[src/rtl/ir_cmd_ctrl.sv]
// ir_cmd_ctrl: sequences the NEC IR decoder, validates captured frames and
// queues accepted command bytes for a valid/ready consumer.
module ir_cmd_ctrl #(
   parameter int unsigned HOLDOFF_CYCLES = 2_500_000,
   parameter logic [7:0]  ADDR           = 8'h00,
   parameter bit          ADDR_CHECK     = 1'b1,
   parameter int unsigned FIFO_DEPTH     = 4
) (
   input  logic        clk,
   input  logic        rst,
   input  logic        run,
   input  logic        dec_ready,
   input  logic [31:0] dec_command,
   output logic        dec_enable,
   output logic        cmd_valid,
   output logic [7:0]  cmd_data,
   input  logic        cmd_ready,
   output logic [7:0]  err_cnt,
   output logic        overflow
);

   localparam int unsigned PTR_W   = (FIFO_DEPTH > 1) ? $clog2(FIFO_DEPTH) : 1;
   localparam int unsigned CNT_W   = PTR_W + 1;
   localparam int unsigned HO_W    = (HOLDOFF_CYCLES > 1) ? $clog2(HOLDOFF_CYCLES) : 1;
   localparam logic [HO_W-1:0]  HO_LOAD  = HO_W'(HOLDOFF_CYCLES - 1);
   localparam logic [CNT_W-1:0] CNT_FULL = CNT_W'(FIFO_DEPTH);

   typedef enum logic [1:0] {IDLE, LISTEN, CHECK, HOLDOFF} state_t;

   state_t             state, state_next;
   logic               ready_q;
   logic [31:0]        frame;
   logic [HO_W-1:0]    ho_cnt;
   logic [7:0]         mem [FIFO_DEPTH];
   logic [PTR_W-1:0]   rd_ptr, wr_ptr, rd_next, wr_next;
   logic [CNT_W-1:0]   count, count_pop, count_next;
   logic               capture, accept, reject_sum, push, pop, ovf_set;
   logic               sum_ok, addr_ok;
   logic [7:0]         head_next;

   // Next-state decode, frame classification and FIFO bookkeeping
   always_comb begin
      state_next = state;
      capture    = 1'b0;
      accept     = 1'b0;
      reject_sum = 1'b0;
      sum_ok     = (frame[7:0] == ~frame[15:8]) && (frame[23:16] == ~frame[31:24]);
      addr_ok    = !ADDR_CHECK || (frame[7:0] == ADDR);
      pop        = cmd_valid & cmd_ready;
      count_pop  = count - CNT_W'(pop);

      case (state)
         IDLE: begin
            if (run) state_next = LISTEN;
         end
         LISTEN: begin
            if (!run) begin
               state_next = IDLE;
            end else if (dec_ready && !ready_q) begin
               capture    = 1'b1;
               state_next = CHECK;
            end
         end
         CHECK: begin
            if (sum_ok && addr_ok) begin
               accept     = 1'b1;
               state_next = HOLDOFF;
            end else begin
               reject_sum = !sum_ok;
               state_next = run ? LISTEN : IDLE;
            end
         end
         HOLDOFF: begin
            if (ho_cnt == '0) state_next = run ? LISTEN : IDLE;
         end
         default: state_next = IDLE;
      endcase

      // Full is judged after this cycle's pop
      push       = accept && (count_pop != CNT_FULL);
      ovf_set    = accept && !push;
      count_next = count_pop + CNT_W'(push);
      rd_next    = rd_ptr + PTR_W'(pop);
      wr_next    = wr_ptr + PTR_W'(push);

      if (count_next == '0)
         head_next = 8'h00;
      else if (count_pop == '0)
         head_next = frame[23:16];
      else
         head_next = mem[rd_next];
   end

   // State register
   always_ff @(posedge clk) begin
      if (rst) state <= IDLE;
      else     state <= state_next;
   end

   // Datapath, counters and registered outputs
   always_ff @(posedge clk) begin
      if (rst) begin
         ready_q    <= 1'b0;
         frame      <= '0;
         ho_cnt     <= '0;
         rd_ptr     <= '0;
         wr_ptr     <= '0;
         count      <= '0;
         dec_enable <= 1'b0;
         cmd_valid  <= 1'b0;
         cmd_data   <= 8'h00;
         err_cnt    <= 8'h00;
         overflow   <= 1'b0;
      end else begin
         ready_q <= dec_ready;
         if (capture) frame <= dec_command;
         if (accept)
            ho_cnt <= HO_LOAD;
         else if (state == HOLDOFF && ho_cnt != '0)
            ho_cnt <= ho_cnt - HO_W'(1);
         rd_ptr     <= rd_next;
         wr_ptr     <= wr_next;
         count      <= count_next;
         dec_enable <= (state_next == LISTEN);
         cmd_valid  <= (count_next != '0);
         cmd_data   <= head_next;
         if (reject_sum && err_cnt != 8'hFF) err_cnt <= err_cnt + 8'd1;
         if (ovf_set) overflow <= 1'b1;
      end
   end

   // Command storage
   always_ff @(posedge clk) begin
      if (!rst && push) mem[wr_ptr] <= frame[23:16];
   end

endmodule

[config.mk]
export PLATFORM = sky130hd
export DESIGN_NAME = ir_cmd_ctrl
export DESIGN_NICKNAME = d
export VERILOG_FILES = /design/src/rtl/ir_cmd_ctrl.sv
export SDC_FILE = /design/constraint.sdc
export NUM_CORES = 1
export LEC_CHECK = 0
export CORE_MARGIN = 1.5
export CORE_UTILIZATION = 28
export CTS_CLUSTER_DIAMETER = 100
export DETAILED_ROUTE_END_ITERATION = 8
export SYNTH_ARGS = -nofsm -noshare
export SYNTH_HDL_FRONTEND = slang
export SYNTH_SLANG_ARGS = --single-unit
[constraint.sdc]
create_clock -name clk -period 5.42 [get_ports clk]
set_input_delay 0.813 -clock clk [delete_from_list [all_inputs] [get_ports clk]]
set_output_delay 0.813 -clock clk [all_outputs]
set_load 0.02 [all_outputs]
After elaboration in Yosys (flattened, before gate mapping)
Memories as Yosys holds them, arrays and structs flattened.
Cells that the tools add are included.
Storage, ports and cells
  word-level logic and storage cells: 72
  input bits: 37
  memories kept: 1
  memory bits (writable): 32
  output and inout bits: 19
  register bits after elaboration: 83
Memories
  mem: words 4, width 8, rd ports 1, clocked after Yosys merged registers in 0, wr ports 1, RTL line 34  | logic [7:0] mem [FIFO_DEPTH];
Operators by class
  add/sub/neg operators: 6
  equality and inequality tests: 8
  muxes and demuxes: 19
  reduce and logical (&&, ||, !) cells: 22
  bitwise operators: 3
Operators with widths (number)
  22-bit 2-to-1 mux: 2
  22-bit logical NOT: 1
  22-bit nonzero test: 1
  22-bit by 1-bit subtractor with 22-bit output (second input constant): 1
  8-bit equality test: 2
  8-bit inverter: 2
  1-bit 2-to-1 mux: 10
  2-bit 2-to-1 mux: 5
  8-bit by 1-bit adder with 8-bit output (second input constant): 1
  1-bit logical AND: 8
  8-bit logical NOT: 1
  8-bit 2-to-1 mux: 1
  8-bit != test (second input constant): 1
  2-bit one-hot mux with 4 select lines: 1
  3-bit logical NOT: 2
  2-bit by 1-bit adder with 2-bit output: 2
  2-bit by 1-bit equality test with 1-bit output (second input constant): 2
  2-bit equality test (second input constant): 2
  1-bit logical NOT: 4
  2-bit OR reduction: 2
  3-bit by 1-bit adder with 3-bit output: 1
  3-bit != test (second input constant): 1
  3-bit nonzero test: 1
  3-bit by 1-bit subtractor with 3-bit output: 1
  other kinds (3): 3

Longest topological paths before layout
Gate-level depths: netlist of run 1.
  depth in word-level cells: 10
  gate-level depth with buffers: 14
  mapped depth without buffers: 10

Worst setup path after synthesis of run 1
No wires, ideal clock.
  path kind: input port to flip-flop
  start point: in cmd_ready
  end point: mem mem[0][0], enable pin
  data arrival time: 2.738 ns
  data required time: 5.022 ns
  stages on the path: 7
  setup time: 0.398 ns
  setup slack: 2.284 ns
  path buffers: 0
  cell sequence: and2_1 > ha_1 > ha_1 > xor2_1 > nor2b_1 > nor2_1 > nor4b_1
Between the ends
  longest elaborated chain between the ends: 7
RTL lines
  from (decl): RTL line 17  | input logic cmd_ready,
  1-bit AND: RTL line 49  | pop = cmd_valid & cmd_ready;
  3-bit by 1-bit subtractor with 3-bit output: RTL line 50  | count_pop = count - CNT_W'(pop);
  3-bit != test: RTL line 80  | push = accept && (count_pop != CNT_FULL);
  1-bit logical AND: RTL line 80
  1-bit logical AND: RTL line 134  | if (!rst && push) mem[wr_ptr] <= frame[23:16];
  1-bit 2-to-1 mux: RTL line 134
  1-bit 2-to-1 mux (not written as such): RTL line 134
  to (decl): RTL line 34
No other way between the ends.

Worst setup path after layout of run 1
  start point: reg frame[23]
  end point: reg cmd_data[7]
Between the ends
  longest elaborated chain between the ends: 9
  elaborated cells on any way between the ends: 10
  classes of those cells: 1 x add/sub; 1 x eq/ne; 3 x mux; 5 x reduce/logical
RTL lines
  from (decl): RTL line 32  | logic [31:0] frame;
  from (signal assigned): RTL line 116  | if (capture) frame <= dec_command;
  8-bit equality test: RTL line 47  | sum_ok = (frame[7:0] == ~frame[15:8]) && (frame[23:16] == ~frame[31:24]);
  1-bit logical AND: RTL line 47
  1-bit logical AND: RTL line 65  | if (sum_ok && addr_ok) begin
  1-bit 2-to-1 mux: RTL line 65
  1-bit 2-to-1 mux: RTL line 52  | case (state)
  1-bit logical AND: RTL line 80
  3-bit by 1-bit adder with 3-bit output: RTL line 82  | count_next = count_pop + CNT_W'(push);
  3-bit logical NOT: RTL line 86  | if (count_next == '0)
  2-bit OR reduction (no line)
  to (signal assigned): RTL line 126  | cmd_data <= head_next;
  to (decl): RTL line 16  | output logic [7:0] cmd_data,
Parallel ways exist; a longest one is shown, timed or not.
A chain may end at the register's enable or synchronous reset.

==> metrics.md, run 1 <==
| Metric | Value |
|---|---|
| Status | completed |
| GRT Total Usage | 13.6% |
| Worst Setup Start Kind | register |
| Post-cts resize count | 0 |
| Die height | 136 microns |
| Pwr Density | 383 nW/um^2 |
| I/O pin total | 56 |
| Inserted Diodes | 0 |
| Clock transition at path regs | 60 ps |
| Share of layout cells above drive strength 1 | 9.24% |
| Post-CTS Repair Setup Buffers | 0 |
| P_int | 0.00177 W |
| Yosys warnings | 0 |
| Slowest stage cell, crit path | and4_1 |
| Worst Path Arrival | 4000 ps |
| Port Buffer Count | 55 |
| Nets@finish | 584 |
| IR drop worst, VDD | 0.217 mV |
| Gate Count Post-Synth | 488 |
| Initial core utilization | 28.6% |
| Post-synthesis sequential area ratio | 53.1% |
| Vias per cell | 4.91 |
| Unrepaired setup endpoints after global routing | no |
| Drt drc | 0 |
| Synth unique cells | 52 |
| Mean Syn Cell Area | 10.1 sq um |
| Global-route wire length before repair | 19,300 microns |
| CORE AREA | 17,200 sq um |
| Vias in the first global route | 3,749 |
| Antenna-violating nets left | 0 |
| Slew @ Worst Pin | 1080 ps |
| CTS sink count | 115 |
| GP Congestion | 0.806 |
| Chip Width | 136 microns |
| Endpoint class of the critical path | register |
| Fillers | 1,682 |
| Fin. Hold Viols | 0 |
| H-tree depth | 4 |
| Setup WS post-layout | 1750 ps |
| Hpwl dp | 8190 microns |
| Routed vias | 3,816 |
| Mapped Nets | 533 |
| Drt first pass iters | 4 |
| Max-cap viol count | 0 |
| Area Overhead vs Synth | 27.0% |
| Cells along the critical path | xnor2_1 > nor4_1 > and4_1 > nand2_1 > nor2_1 > ha_1 > xnor2_1 > a21o_1 > a41o_1 > nor3_1 |
| Final wirelength | 11,700 microns |
| Clk pwr share | 45.8% |
| Leakage | 2.10 nW |
| # rows | 48 |
| Most Frequent Cell on Critical Path | xnor2_1 |
| Tcrit/Tclk final | 67.8% |
| Switching power | 0.000627 W |
| Clock Latency Late Sink | 410 ps |
| Fin crit period | 3670 ps |
| Setup TNS | 0 ps |
| Max Clk Rate | 272 MHz |
| Slowest stage delay, CP | 640 ps |
| Crit path kind | register to register |
| CTS Hold Bufs | 0 |
| Sequential Power Share | 38.6% |
| Clock Path Buffers | 2 |
| DRT iter0 DRCs | 249 |
| WL per Instance | 15.0 microns |
| Cell Area, Synth | 4940 sq um |
| Place WS | 1800 ps |
| Yosys reg bits | 115 |
| Root Buffer | clkbuf_16 |
| Total grt overflow | 0 |
| Required @ worst endpoint | 5750 ps |
| Largest net degree at the start of global routing | 67 |
| Seq. cell area | 2620 sq um |
| Switching Share | 26.1% |
| Worst hold path type | register to register |
| Multi-input logic area | 2170 sq um |
| Most frequent cells in the layout | dfxtp_1, nand2_1, clkdlybuf4s50_1 |
| Fin. max-slew vios | 0 |
| Most common cell after layout, fill and taps aside | dfxtp_1 |
| CP Max Fanout | 17 |
| Clock Skews | 6.97 ps |
| # setup viols final | 0 |
| Full die area | 18,400 sq um |
| Comb power frac | 15.6% |
| Antenna violations before repair | 0 |
| CTS tree | yes |
| TritonCTS Buffers | 17 |
| Slew margin rel. | 27.8% |
registers in the layout (all words and copies together), names as in the netlist:
register and count:
rd_ptr 2, mem 32, err_cnt 8, cmd_valid 1, cmd_data 8, count 3, overflow 1, state 2
ready_q 1, dec_enable 1, wr_ptr 2, ho_cnt 22, frame 32
cell families after synthesis:
logic type,synth area share (%)
simple gates,20.7
flops,53.1
compound gates,11.7
buf+inv,2.97
xor+xnor,3.90
mux,5.50
fa+ha+maj,2.03
synth_stat cells (all sizes together):
cell type | n | area, sq um
a21o | 1 | 7.51
a21oi | 50 | 250
a22oi | 1 | 7.51
a2bb2oi | 1 | 8.76
a31oi | 13 | 81.3
a41o | 1 | 10.0
and2 | 5 | 31.3
and3 | 2 | 12.5
and4 | 2 | 17.5
and4b | 2 | 20.0
buf | 4 | 26.3
clkbuf | 21 | 78.8
dfxtp | 83 | 1660
edfxtp | 32 | 961
ha | 8 | 100
inv | 11 | 41.3
mux2 | 1 | 11.3
mux2i | 8 | 80.1
mux4 | 8 | 180
nand2 | 77 | 289
nand2b | 4 | 25.0
nand3 | 7 | 40.0
nand3b | 2 | 15.0
nand4 | 6 | 37.5
nand4b | 1 | 8.76
nor2 | 19 | 71.3
nor2b | 6 | 37.5
nor3 | 12 | 65.1
nor3b | 1 | 7.51
nor4 | 15 | 115
nor4b | 2 | 17.5
nor4bb | 1 | 10.0
o2111a | 1 | 11.3
o21a | 1 | 7.51
o21ai | 10 | 50.0
o21ba | 1 | 10.0
o31ai | 13 | 97.6
o41a | 1 | 11.3
o41ai | 3 | 26.3
or2 | 3 | 18.8
or3 | 11 | 68.8
or4 | 14 | 105
or4b | 1 | 10.0
xnor2 | 20 | 175
xor2 | 2 | 17.5
stage by stage:
step	util, %	power [W]	instances	area [sq um]	hold WS, ps
2_1_floorplan	-	0.00120	488	4940	446
3_3_place_gp	32.9	0.00133	745	5670	458
3_5_place_dp	32.9	0.00132	745	5670	465
4_1_cts	36.4	0.00243	777	6270	473
5_1_grt	36.4	0.00250	777	6270	494
6_report	36.4	0.00240	777	6270	471
critical path, delay by kind of cell, from the launching register on:
kind	cells	cell delay, ps
and+or+nand+nor	5	2160
AOI/OAI and AO/OA	2	530
DFF	1	440
xor gates and xnor gates	2	240
adders and majority gates	1	210
power by group through the flow:
stage | combinational [W] | sequential [W] | clock, W
floorplan | 0.000231 | 0.000965 | 0
global placement | 0.000379 | 0.000946 | 0
detailed placement | 0.000376 | 0.000947 | 0
CTS | 0.000379 | 0.000929 | 0.00112
global route | 0.000409 | 0.000932 | 0.00116
finish | 0.000374 | 0.000928 | 0.00110
final cells by class:
class | count | share of cell area (%)
sequential | 115 | 41.8
multi-input combinational | 337 | 34.6
timing repair buffer | 57 | 8.94
clock buffer | 19 | 7.59
tap | 225 | 4.49
clock inverter | 13 | 1.90
inverter | 11 | 0.659
worst paths after layout:
path / start / endpoint / slack [ps] / depth (start not counted)
max: frame[23] / cmd_data[7] / 1750 / 10
min: frame[13] / frame[13] / 470 / 2
max reg2reg: frame[23] / cmd_data[7] / 1750 / 10
min reg2reg: frame[13] / frame[13] / 470 / 2
metal layers:
metal	vias to the layer above	global-route usage, %	wire length (microns)
met2	86	21.2	5500
met4	0	5.50	163
met1	1815	17.6	5500
met3	14	4.26	502
li1	1901	-	-
met5	-	0	0
Note: power is estimated with default switching activity, not from simulation.
==> run 2, diff against run 1 <==
Clock period 5.42 ns to 3.5 ns, I/O delays scaled along.
==> metrics.md, run 2 (synthesis gave the netlist of run 1 again) <==
| Metric | Value |
|---|---|
| Status | completed |
| Buf+Inv Stages, Crit Path | 0 |
| Chip Width | 136 microns |
| HP Start | rst |
| Worst hold path type | input pin to register |
| Tcrit/Tclk final | 79.2% |
| WL met3 | 558 microns |
| Pwr Density | 571 nW/um^2 |
| # setup viols final | 0 |
| Slowest stage cell, crit path | dfxtp_1 |
| Port Buffer Count | 55 |
| Antenna-violating nets left | 0 |
| Slowest stage delay, CP | 490 ps |
| Worst reg2reg path depth | 10 |
| Critical path origin | frame[23] |
| Post-cts resize count | 0 |
| Clock Skews | 22.1 ps |
| Fin. Hold Viols | 0 |
| CTS sink count | 115 |
| Antenna violations before repair | 0 |
| Most common cell after layout, fill and taps aside | dfxtp_1 |
| I/O pin total | 56 |
| Unrepaired setup endpoints after global routing | no |
| Max-cap viol count | 0 |
| Slew @ Worst Pin | 999 ps |
| Place WS | 466 ps |
| Post-CTS Repair Setup Buffers | 0 |
| Clock transition at path regs | 60 ps |
| WL per Instance | 14.7 microns |
| TritonCTS Buffers | 17 |
| Setup WS post-layout | 728 ps |
| WHS | 452 ps |
| Worst Setup Start Kind | register |
| Area Overhead vs Synth | 26.9% |
| CORE AREA | 17,200 sq um |
| DP Area | 5720 sq um |
| Final wirelength | 11,500 microns |
| DRT iter0 DRCs | 280 |
| Hold path endpoint | count[1] |
| Largest net degree at the start of global routing | 54 |
| Clock Path Buffers | 2 |
| Reg-to-reg endpoint | cmd_data[1] |
| # rows | 48 |
| Required @ worst endpoint | 3820 ps |
| Initial core utilization | 28.6% |
| GRT Total Usage | 13.5% |
| Vias per cell | 4.90 |
| Hpwl dp | 8170 microns |
| IR drop worst, VDD | 0.359 mV |
| Fillers | 1,682 |
| CTS Hold Bufs | 0 |
| GP Congestion | 0.792 |
| Drt first pass iters | 4 |
| CP Max Fanout | 9 |
| Most frequent cells in the layout | dfxtp_1, nand2_1, clkdlybuf4s50_1 |
| Worst hold stages | 2 |
| Top Family by Delay on Critical Path | simple AND/OR/NAND/NOR gates |
| Met1 Routed Length | 5280 microns |
| Drt drc | 0 |
| Power Total | 0.00358 W |
| Setup TNS | 0 ps |
| Met2 wire length | 5550 microns |
| Top Layer Used | met4 |
| H-tree depth | 4 |
| Largest registers | frame: 32 flops, mem: 32 flops, ho_cnt: 22 flops |
| Worst Path Arrival | 3090 ps |
| R2R Setup Slk | 730 ps |
| Nets@finish | 590 |
| Routed vias | 3,840 |
| Share of layout cells above drive strength 1 | 10.2% |
| Worst flop-to-flop path startpoint | frame[23] |
| Root Buffer | clkbuf_16 |
| Slew margin rel. | 33.0% |
| Endpoint class of the critical path | register |
| Full die area | 18,400 sq um |
| Fin crit period | 2770 ps |
| Leakage | 2.10 nW |
| Inserted Diodes | 0 |
| Global-route wire length before repair | 19,100 microns |
| Fin. max-slew vios | 0 |
| Cells along the critical path | xnor2_1 > nor4_1 > and4_1 > nand2_1 > nor2_1 > ha_1 > xnor2_1 > a21o_1 > a41o_1 > nor3_1 |
| Post-route cell area | 6270 sq um |
| Max Clk Rate | 361 MHz |
| Vias in the first global route | 3,780 |
| Most Frequent Cell on Critical Path | xnor2_1 |
| Clock Latency Late Sink | 420 ps |
| Total grt overflow | 0 |
| Die height | 136 microns |
| CTS tree | yes |
| Crit path kind | register to register |
run 2: final cells by class:
type / count / area, sq um / share of cell area (%)
multi-input cells: 337 / 2170 / 34.6
clock inverters: 14 / 119 / 1.90
well taps: 225 / 282 / 4.49
inverters: 11 / 41.3 / 0.659
flip-flops and latches: 115 / 2620 / 41.9
clock buffers: 18 / 429 / 6.85
repair buffers: 63 / 606 / 9.66
run 2: how the worst max path moves through the flow:
stage | end | cells past startpoint
2_1_floorplan | cmd_data[0] | 14
3_3_place_gp | mem[3][3] | 9
3_5_place_dp | mem[3][4] | 9
4_1_cts | cmd_data[1] | 10
5_1_grt | cmd_data[1] | 10
6_report | cmd_data[1] | 10
run 2: power breakdown:
group | leakage (nW) | switching, W | internal [W] | total [W]
clock network | 0.261 | 0.000657 | 0.000922 | 0.00158
registers | 0.919 | 0.0000214 | 0.00141 | 0.00143
logic | 0.917 | 0.000288 | 0.000281 | 0.000569
total | 2.10 | 0.000966 | 0.00261 | 0.00358
run 2: layer usage:
metal | up-vias | global-route usage [%]
li1 | 1900 | -
met1 | 1832 | 16.8
met2 | 97 | 21.4
met3 | 11 | 4.41
met4 | 0 | 5.68
met5 | - | 0
run 2: metrics by stage:
stage | cells | util [%]
finish | 783 | 36.4
floorplan | 488 | -
global route | 783 | 36.4
CTS | 783 | 36.4
global placement | 751 | 33.2
detailed placement | 751 | 33.2
==> run 3, diff against run 2 <==
Clock period 3.5 ns to 2.4 ns, I/O delays scaled along.
==> metrics.md, run 3 (synthesis gave the netlist of run 1 again) <==
| Metric | Value |
|---|---|
| Worst Setup Start Kind | register |
| Total grt overflow | 0 |
| Met2 wire length | 5800 microns |
| GP Congestion | 0.865 |
| Required @ worst endpoint | 2750 ps |
| Port Buffer Count | 55 |
| Global-route wire length before repair | 19,700 microns |
| Most common cell after layout, fill and taps aside | dfxtp_1 |
| Status | completed |
| Endpoint class of the critical path | register |
| Area Overhead vs Synth | 36.9% |
| CTS Hold Bufs | 0 |
| Worst hold path type | input pin to register |
| DP Area | 6150 sq um |
| WL met3 | 514 microns |
| WL per Instance | 14.5 microns |
| Post-CTS Repair Setup Buffers | 0 |
| Worst Path Arrival | 2650 ps |
| Crit path kind | register to register |
| Initial core utilization | 28.6% |
| Slowest stage delay, CP | 680 ps |
| Clock Path Buffers | 2 |
| # rows | 48 |
| Vias per cell | 4.82 |
| CORE AREA | 17,200 sq um |
| Tcrit/Tclk final | 95.9% |
| Non-filler cells, final | 826 |
| Inserted Diodes | 0 |
| Nets@finish | 633 |
| Clock Skews | 7.44 ps |
| Cells along the critical path | or4_1 > nand2b_1 > or2_1 > or4_1 > a21oi_1 |
| CP Max Fanout | 8 |
| DRT iter0 DRCs | 277 |
| Setup WS post-layout | 98.2 ps |
| Most Frequent Cell on Critical Path | or4_1 |
| Routed vias | 3,983 |
| Post-route cell area | 6760 sq um |
| Antenna-violating nets left | 0 |
| Met1 Routed Length | 5380 microns |
| Antenna violations before repair | 0 |
| Drt first pass iters | 4 |
| Chip Width | 136 microns |
| H-tree depth | 4 |
| IR drop worst, VDD | 0.533 mV |
| Fin. Hold Viols | 0 |
| # setup viols final | 0 |
| Slew margin rel. | 65.4% |
| GRT Total Usage | 13.9% |
| Hpwl dp | 8580 microns |
| CTS sink count | 115 |
| Pwr Density | 833 nW/um^2 |
| I/O pin total | 56 |
| Full die area | 18,400 sq um |
| Fin. max-slew vios | 0 |
| Slew @ Worst Pin | 515 ps |
| Die height | 136 microns |
| Max-cap viol count | 0 |
| Largest net degree at the start of global routing | 45 |
| Root Buffer | clkbuf_16 |
| Top Layer Used | met4 |
| TritonCTS Buffers | 17 |
| Place WS | -180 ps |
| Final wirelength | 12,000 microns |
| Max Clk Rate | 434 MHz |
| Dpl cells | 794 |
| Clock transition at path regs | 50 ps |
| CTS tree | yes |
| Unrepaired setup endpoints after global routing | no |
| Slowest stage cell, crit path | or4_1 |
| Fillers | 1,647 |
| Clock Latency Late Sink | 420 ps |
| Vias in the first global route | 3,968 |
| Most frequent cells in the layout | dfxtp_1, nand2_1, clkdlybuf4s50_1 |
| Power Total | 0.00563 W |
| Leakage | 2.35 nW |
| Largest registers | frame: 32 flops, mem: 32 flops, ho_cnt: 22 flops |
| Fin crit period | 2300 ps |
| Drt drc | 0 |
| Share of layout cells above drive strength 1 | 20.0% |
[run 3: through the flow]
step | hold slack, ps | utilization, % | TNS, ps
after CTS | 396 | 39.0 | 0
final | 413 | 39.2 | 0
after detailed placement | 463 | 35.7 | -4720
after floorplan | 446 | - | -348
after global routing | 439 | 39.2 | 0
after global placement | 456 | 35.7 | -2650
[run 3: cell type report]
type                       instances  area (sq um)  share of cell area [%]
clock buffer                      19           433                    6.41
sequential                       115          2630                    38.8
timing repair buffer             106           966                    14.3
multi-input combinational        337          2280                    33.7
tap                              225           282                    4.17
clock inverter                    13           135                    2.00
inverter                          11          41.3                   0.611
[run 3: report_power, final]
part / internal [W] / total [W] / switching, W / leakage, nW
Sequential: 0.00206 / 0.00209 / 0.0000289 / 0.920
Combinational: 0.000588 / 0.00112 / 0.000536 / 1.16
Clock: 0.00152 / 0.00242 / 0.000895 / 0.267
Total: 0.00417 / 0.00563 / 0.00146 / 2.35
[run 3: critical path: cells and delay by family (launching register included)]
| family | cells | cell delay (ps) |
|---|---|---|
| flip-flops | 1 | 330 |
| AO/OA/AOI/OAI | 1 | 140 |
| AND/OR/NAND/NOR | 4 | 1750 |
[run 3: repair_timing]
item                                   in CTS  in global routing
setup endpoints to repair                   9                 11
resized for setup                           3                  6
pin swaps                                   2                  1
endpoints found under the hold margin       0                  0
[run 3: layer usage]
metal	up-vias	GRT usage [%]
met3	21	3.37
li1	1986	-
met1	1888	17.5
met5	-	0
met2	88	22.3
met4	0	6.99
[run 3: worst paths after layout]
check	from	end	slack [ps]	cells after the start
setup / recovery	ho_cnt[7]	ho_cnt[16]	100	5
hold / removal	rst	count[1]	410	3
setup reg to reg	ho_cnt[7]	ho_cnt[16]	100	5
hold reg to reg	frame[31]	frame[31]	470	2
==> edit 1, RTL diff (settings of run 3) <==
The parameter `HOLDOFF_CYCLES` goes from 2_500_000 to 1_250_000.
--- a/src/rtl/ir_cmd_ctrl.sv
+++ b/src/rtl/ir_cmd_ctrl.sv
@@ -1,7 +1,7 @@
 // ir_cmd_ctrl: sequences the NEC IR decoder, validates captured frames and
 // queues accepted command bytes for a valid/ready consumer.
 module ir_cmd_ctrl #(
-   parameter int unsigned HOLDOFF_CYCLES = 2_500_000,
+   parameter int unsigned HOLDOFF_CYCLES = 1_250_000,
    parameter logic [7:0]  ADDR           = 8'h00,
    parameter bit          ADDR_CHECK     = 1'b1,
    parameter int unsigned FIFO_DEPTH     = 4
Formal check against the unedited RTL: no difference found for any inputs over 10 cycles, from zero or initial values and one cycle with rst high; that may be too few to reach the edited logic, so the function may still have changed.
==> edit 1 against run 3 <==
Die area fell by 0.24%; worst hold slack worse by 57 ps; clock skew hardly changed; worst setup slack lost 72 ps; wire length fell by 1.6%; total power up 0.96%; design area rose by 0.50%; sequential cell count fell by 1; clock power is 2% higher; count of clock-buffer cells in the layout is 1 lower; fmax is 3.1% lower; area after synthesis decreased by 0.25%.
==> edit 1: results (changes against run 3) <==
stage	metric	value	unit	change
outcome	status	finished clean		
routing	vias	3881		-2.6%
place	pre-CTS setup slack	-282.5	ps	-102.1 ps
grt	largest net degree at the start of global routing	64		+42%
logic_synthesis	YS warnings	0		unchanged
setup_path	Critical Path Fanout Max	4		-4
logic_synthesis	Post-Synth Adder-Cell Area	0.01779		-0.002490
grt	first-pass GRT wire length	19.07	mm	-3.4%
final_layout	layout cell share with drive strength beyond 1	0.2232		+0.02349
logic_synthesis	XOR/XNOR share of the synthesized area	0.05159		+0.01255
logic_synthesis	Synth Instances	477		-2.3%
setup_path	WP data arrival	2680	ps	+30 ps
routing	drt pass-1 iters	4		unchanged
place	routability cong.	0.8083		-6.5%
logic_synthesis	Synth Area in Compound Gates	0.1088		-0.008596
final_layout	n_diodes	0		unchanged
logic_synthesis	mux share of post-synthesis cell area	0.05286		-0.002147
cts	H-tree levels	4		unchanged
cts	Root Driver	clkbuf_16		
sta	Worst Skew	7.209	ps	-0.2305 ps
place	IO Port Bufs	55		unchanged
place	placed instance area	6058	sq um	-1.5%
grt	initial antenna violation count	0		unchanged
place	# placed instances	783		-1.4%
power_and_ir_drop	VDD IR max	0.5318	mV	-0.14%
grt	total track usage	0.1339		-0.005436
cts	Worst-path clk slew	60	ps	
routing	starting DRC count in detailed routing	206		-26%
cts	Clock Tree Buf Depth	2		unchanged
routing	post-DR wirelength/cell	14.33	microns	-0.99%
place	HPWL Detailed	8.450	mm	-1.6%
sta	Worst Tran Pin Value	696.6	ps	+181.7 ps
routing	final WL	11.77	mm	-1.6%
logic_synthesis	Synth area leaders	dfxtp_1 33%, edfxtp_1 20%, nand2_1 5.9%		
power_and_ir_drop	leakage power	2.449	nW	+4.2%
cts	CTS Buf Count	17		unchanged
final_layout	Top Registers	frame (32), mem (32), ho_cnt (21)		
final_layout	Net count, final	627		-0.95%
logic_synthesis	ys async rst share	0		unchanged
logic_synthesis	Post-synth EDFFs	32		unchanged
min_path	worst min-delay path class	in2reg		
logic_synthesis	net count after synthesis	521		-2.3%
cts	worst-skew pair later-pin latency	420	ps	about the same
logic_synthesis	sequential share of the synthesized area	0.5286		-0.002716
logic_synthesis	Netlist cell types	48		-7.7%
logic_synthesis	commonest cells in the netlist	82 x dfxtp_1, 77 x nand2_1, 55 x a21oi_1		
==> edit 1: cell types whose count changed after synthesis, sizes merged, moves of 3 or more <==
cell and change:
xnor2 -9, a31oi -6, and3 +4, nor3 +3
a21oi +5, clkbuf -6, a211oi +3, o21ai -3
nand3 +3, xor2 +16, or3 -4
==> edit 1: area by class of cell <==
class                      count  area (sq um)
inverter                      11         41.29
clock buffer                  18         429.2
clock inverter                14         156.4
multi-input combinational    333          2306
timing repair buffer         106         964.7
tap                          225         281.5
sequential                   114          2613
fill                        1654         10450
==> edit 1: final timing paths <==
kind	startpoint	endpoint	slack, ps	cells after the start
worst min register to register	frame[31]	frame[31]	470	2
worst max-delay path	cmd_ready	cmd_data[6]	30	11
worst min-delay path	rst	rd_ptr[1]	360	3
worst max register to register	cmd_valid	cmd_data[6]	40	10
==> edit 1: per-stage QoR <==
stage          hold WS (ps)  setup TNS, ps
2_1_floorplan         447.8              0
3_3_place_gp          459.2          -4039
3_5_place_dp          459.7          -5915
4_1_cts               354.4         -19.06
5_1_grt               365.8         -603.7
6_report              356.5              0
==> edit 1: kinds of logic (layout without fill, tap and decap cells) <==
group | count (synthesis) | count (layout)
simple gates | 189 | 189
flops | 114 | 114
compound gates | 91 | 92
buf+inv | 31 | 149
xor+xnor | 29 | 29
mux | 16 | 16
fa+ha+maj | 7 | 7
==> edit 1: critical path, stage by stage <==
cell and delay [ps]:
clkdlybuf4s50_1 390, and2_1 160, ha_1 190, ha_1 290
inv_1 60, ha_2 190, buf_4 140, or3_1 360
a21oi_2 210, a31o_2 240, nor3_1 60
==> edit 1: repair_timing <==
item	CTS	global route
setup endpoints to repair	9	9
gates cloned	1	1
pin swaps	6	7
resized for setup	13	13
buffers inserted	3	1
==> edit 1: report_power, final <==
part | switching [mW] | internal, mW | leakage [nW]
clock | 0.927 | 1.53 | 0.273
combinational | 0.538 | 0.587 | 1.28
sequential | 0.0345 | 2.06 | 0.899
total | 1.50 | 4.18 | 2.45
==> edit 1: routing by layer <==
metal / global-route usage / share of wire / up-vias
met5: 0 / 0 / -
met4: 0.06750 / 0.020 / 0
met3: 0.03704 / 0.038 / 17
met2: 0.2101 / 0.48 / 79
met1: 0.1684 / 0.46 / 1832
li1: - / - / 1953
==> edit 2, RTL diff (settings of run 3) <==
Made on the original files. Encoding of `state_t`: now one-hot (4 bits for 4 states).
--- a/src/rtl/ir_cmd_ctrl.sv
+++ b/src/rtl/ir_cmd_ctrl.sv
@@ -25,7 +25,7 @@
    localparam logic [HO_W-1:0]  HO_LOAD  = HO_W'(HOLDOFF_CYCLES - 1);
    localparam logic [CNT_W-1:0] CNT_FULL = CNT_W'(FIFO_DEPTH);
 
-   typedef enum logic [1:0] {IDLE, LISTEN, CHECK, HOLDOFF} state_t;
+   typedef enum logic [3:0] {IDLE = 4'b0001, LISTEN = 4'b0010, CHECK = 4'b0100, HOLDOFF = 4'b1000} state_t;
 
    state_t             state, state_next;
    logic               ready_q;
Formal check against the unedited RTL: same outputs for any inputs over 10 cycles, from zero or initial values and one cycle with rst high; not proved beyond that.
==> edit 2 against run 3 <==
Sequential cell count rose by 2; total power fell by 2.5%; cell count did not move; design area rose by 1.8%; count of clock-buffer cells in the layout rose by 5; wire length fell by 1.9%; largest power group unchanged; die area rose by 3.5%; area after synthesis rose by 3.6%; worst setup slack improved by 7.0 ps.
==> edit 2: results (changes against run 3) <==
stage	metric	value	unit	change
cts	worst-skew pair later-pin latency	410	ps	
final_layout	layout cell share with drive strength beyond 1	0.2060		+0.006363
logic_synthesis	commonest cells in the netlist	85 x dfxtp_1, 64 x nand2_1, 55 x a21oi_1		
sta	Worst Tran Pin Value	525.7	ps	+10.91 ps
final_layout	area of the multi-input gates	2427	sq um	+6.7%
place	placed instance area	6227	sq um	+1.2%
routing	post-DR wirelength/cell	14.20	microns	-1.9%
setup_path	Critical Path Fanout Max	7		-1
setup_path	max incr delay on CP	770	ps	+90 ps
min_path	worst min-delay path class	in2reg		
place	HPWL Detailed	8.365	mm	-2.5%
final_layout	Net count, final	629		-0.63%
outcome	status	finished clean		
power_and_ir_drop	switching part of the total	0.2414		-0.01789
grt	largest net degree at the start of global routing	41		-8.9%
logic_synthesis	Netlist cell types	55		+5.8%
power_and_ir_drop	leakage power	2.458	nW	+4.5%
place	# placed instances	790		-0.50%
power_and_ir_drop	Internal Power	4.161	mW	-0.18%
min_path	hold path depth	2		-1
cts	CTS resizes	2		-1
grt	total track usage	0.1275		-0.01182
grt	number of global-route vias before repair	3882		-2.2%
logic_synthesis	Synth Area in Compound Gates	0.1314		+0.01406
place	pre-CTS setup slack	-223.4	ps	-42.96 ps
setup_path	crit path from	ho_cnt[8]		
sta	Max Clk Rate	0.4358	GHz	+0.30%
place	routability cong.	0.8038		-7.1%
routing	via-per-instance ratio	4.849		+0.55%
routing	starting DRC count in detailed routing	237		-14%
power_and_ir_drop	clock network power	2.46	mW	+2%
logic_synthesis	net count after synthesis	540		+1.3%
logic_synthesis	Synth Instances	495		+1.4%
grt	first-pass GRT wire length	19.51	mm	-1.1%
logic_synthesis	XOR/XNOR share of the synthesized area	0.05653		+0.01750
final_layout	fill cell count	1731		+5.1%
power_and_ir_drop	VDD IR max	0.4968	mV	-6.7%
==> edit 2: cell type report <==
type                            instances  share of cell area
Timing Repair Buffer                   96              0.1259
Clock buffer                           24             0.07475
Clock inverter                          8             0.01055
Inverter                               13            0.007093
Multi-Input combinational cell        339              0.3529
Sequential cell                       117              0.3872
Tap cell                              229             0.04165
==> edit 2: worst paths after layout <==
check / slack, ps / end
max: 110 / ho_cnt[5]
min: 340 / count[2]
max reg2reg: 110 / ho_cnt[5]
min reg2reg: 470 / frame[29]
==> edit 2: cells by family after synthesis <==
group	after synthesis
buffers and inverters	41
adders and majority gates	8
AOI/OAI and AO/OA	109
muxes	19
and+or+nand+nor	168
DFF	117
xor gates and xnor gates	33
==> edit 2: per-layer routing <==
layer / share of wire / vias up / routed length (microns) / global-route usage
li1: - / 1995 / - / -
met1: 0.49 / 1912 / 5716 / 0.1682
met2: 0.45 / 86 / 5318 / 0.1943
met3: 0.044 / 12 / 517 / 0.04122
met4: 0.015 / 0 / 174 / 0.04931
met5: 0 / - / 0 / 0
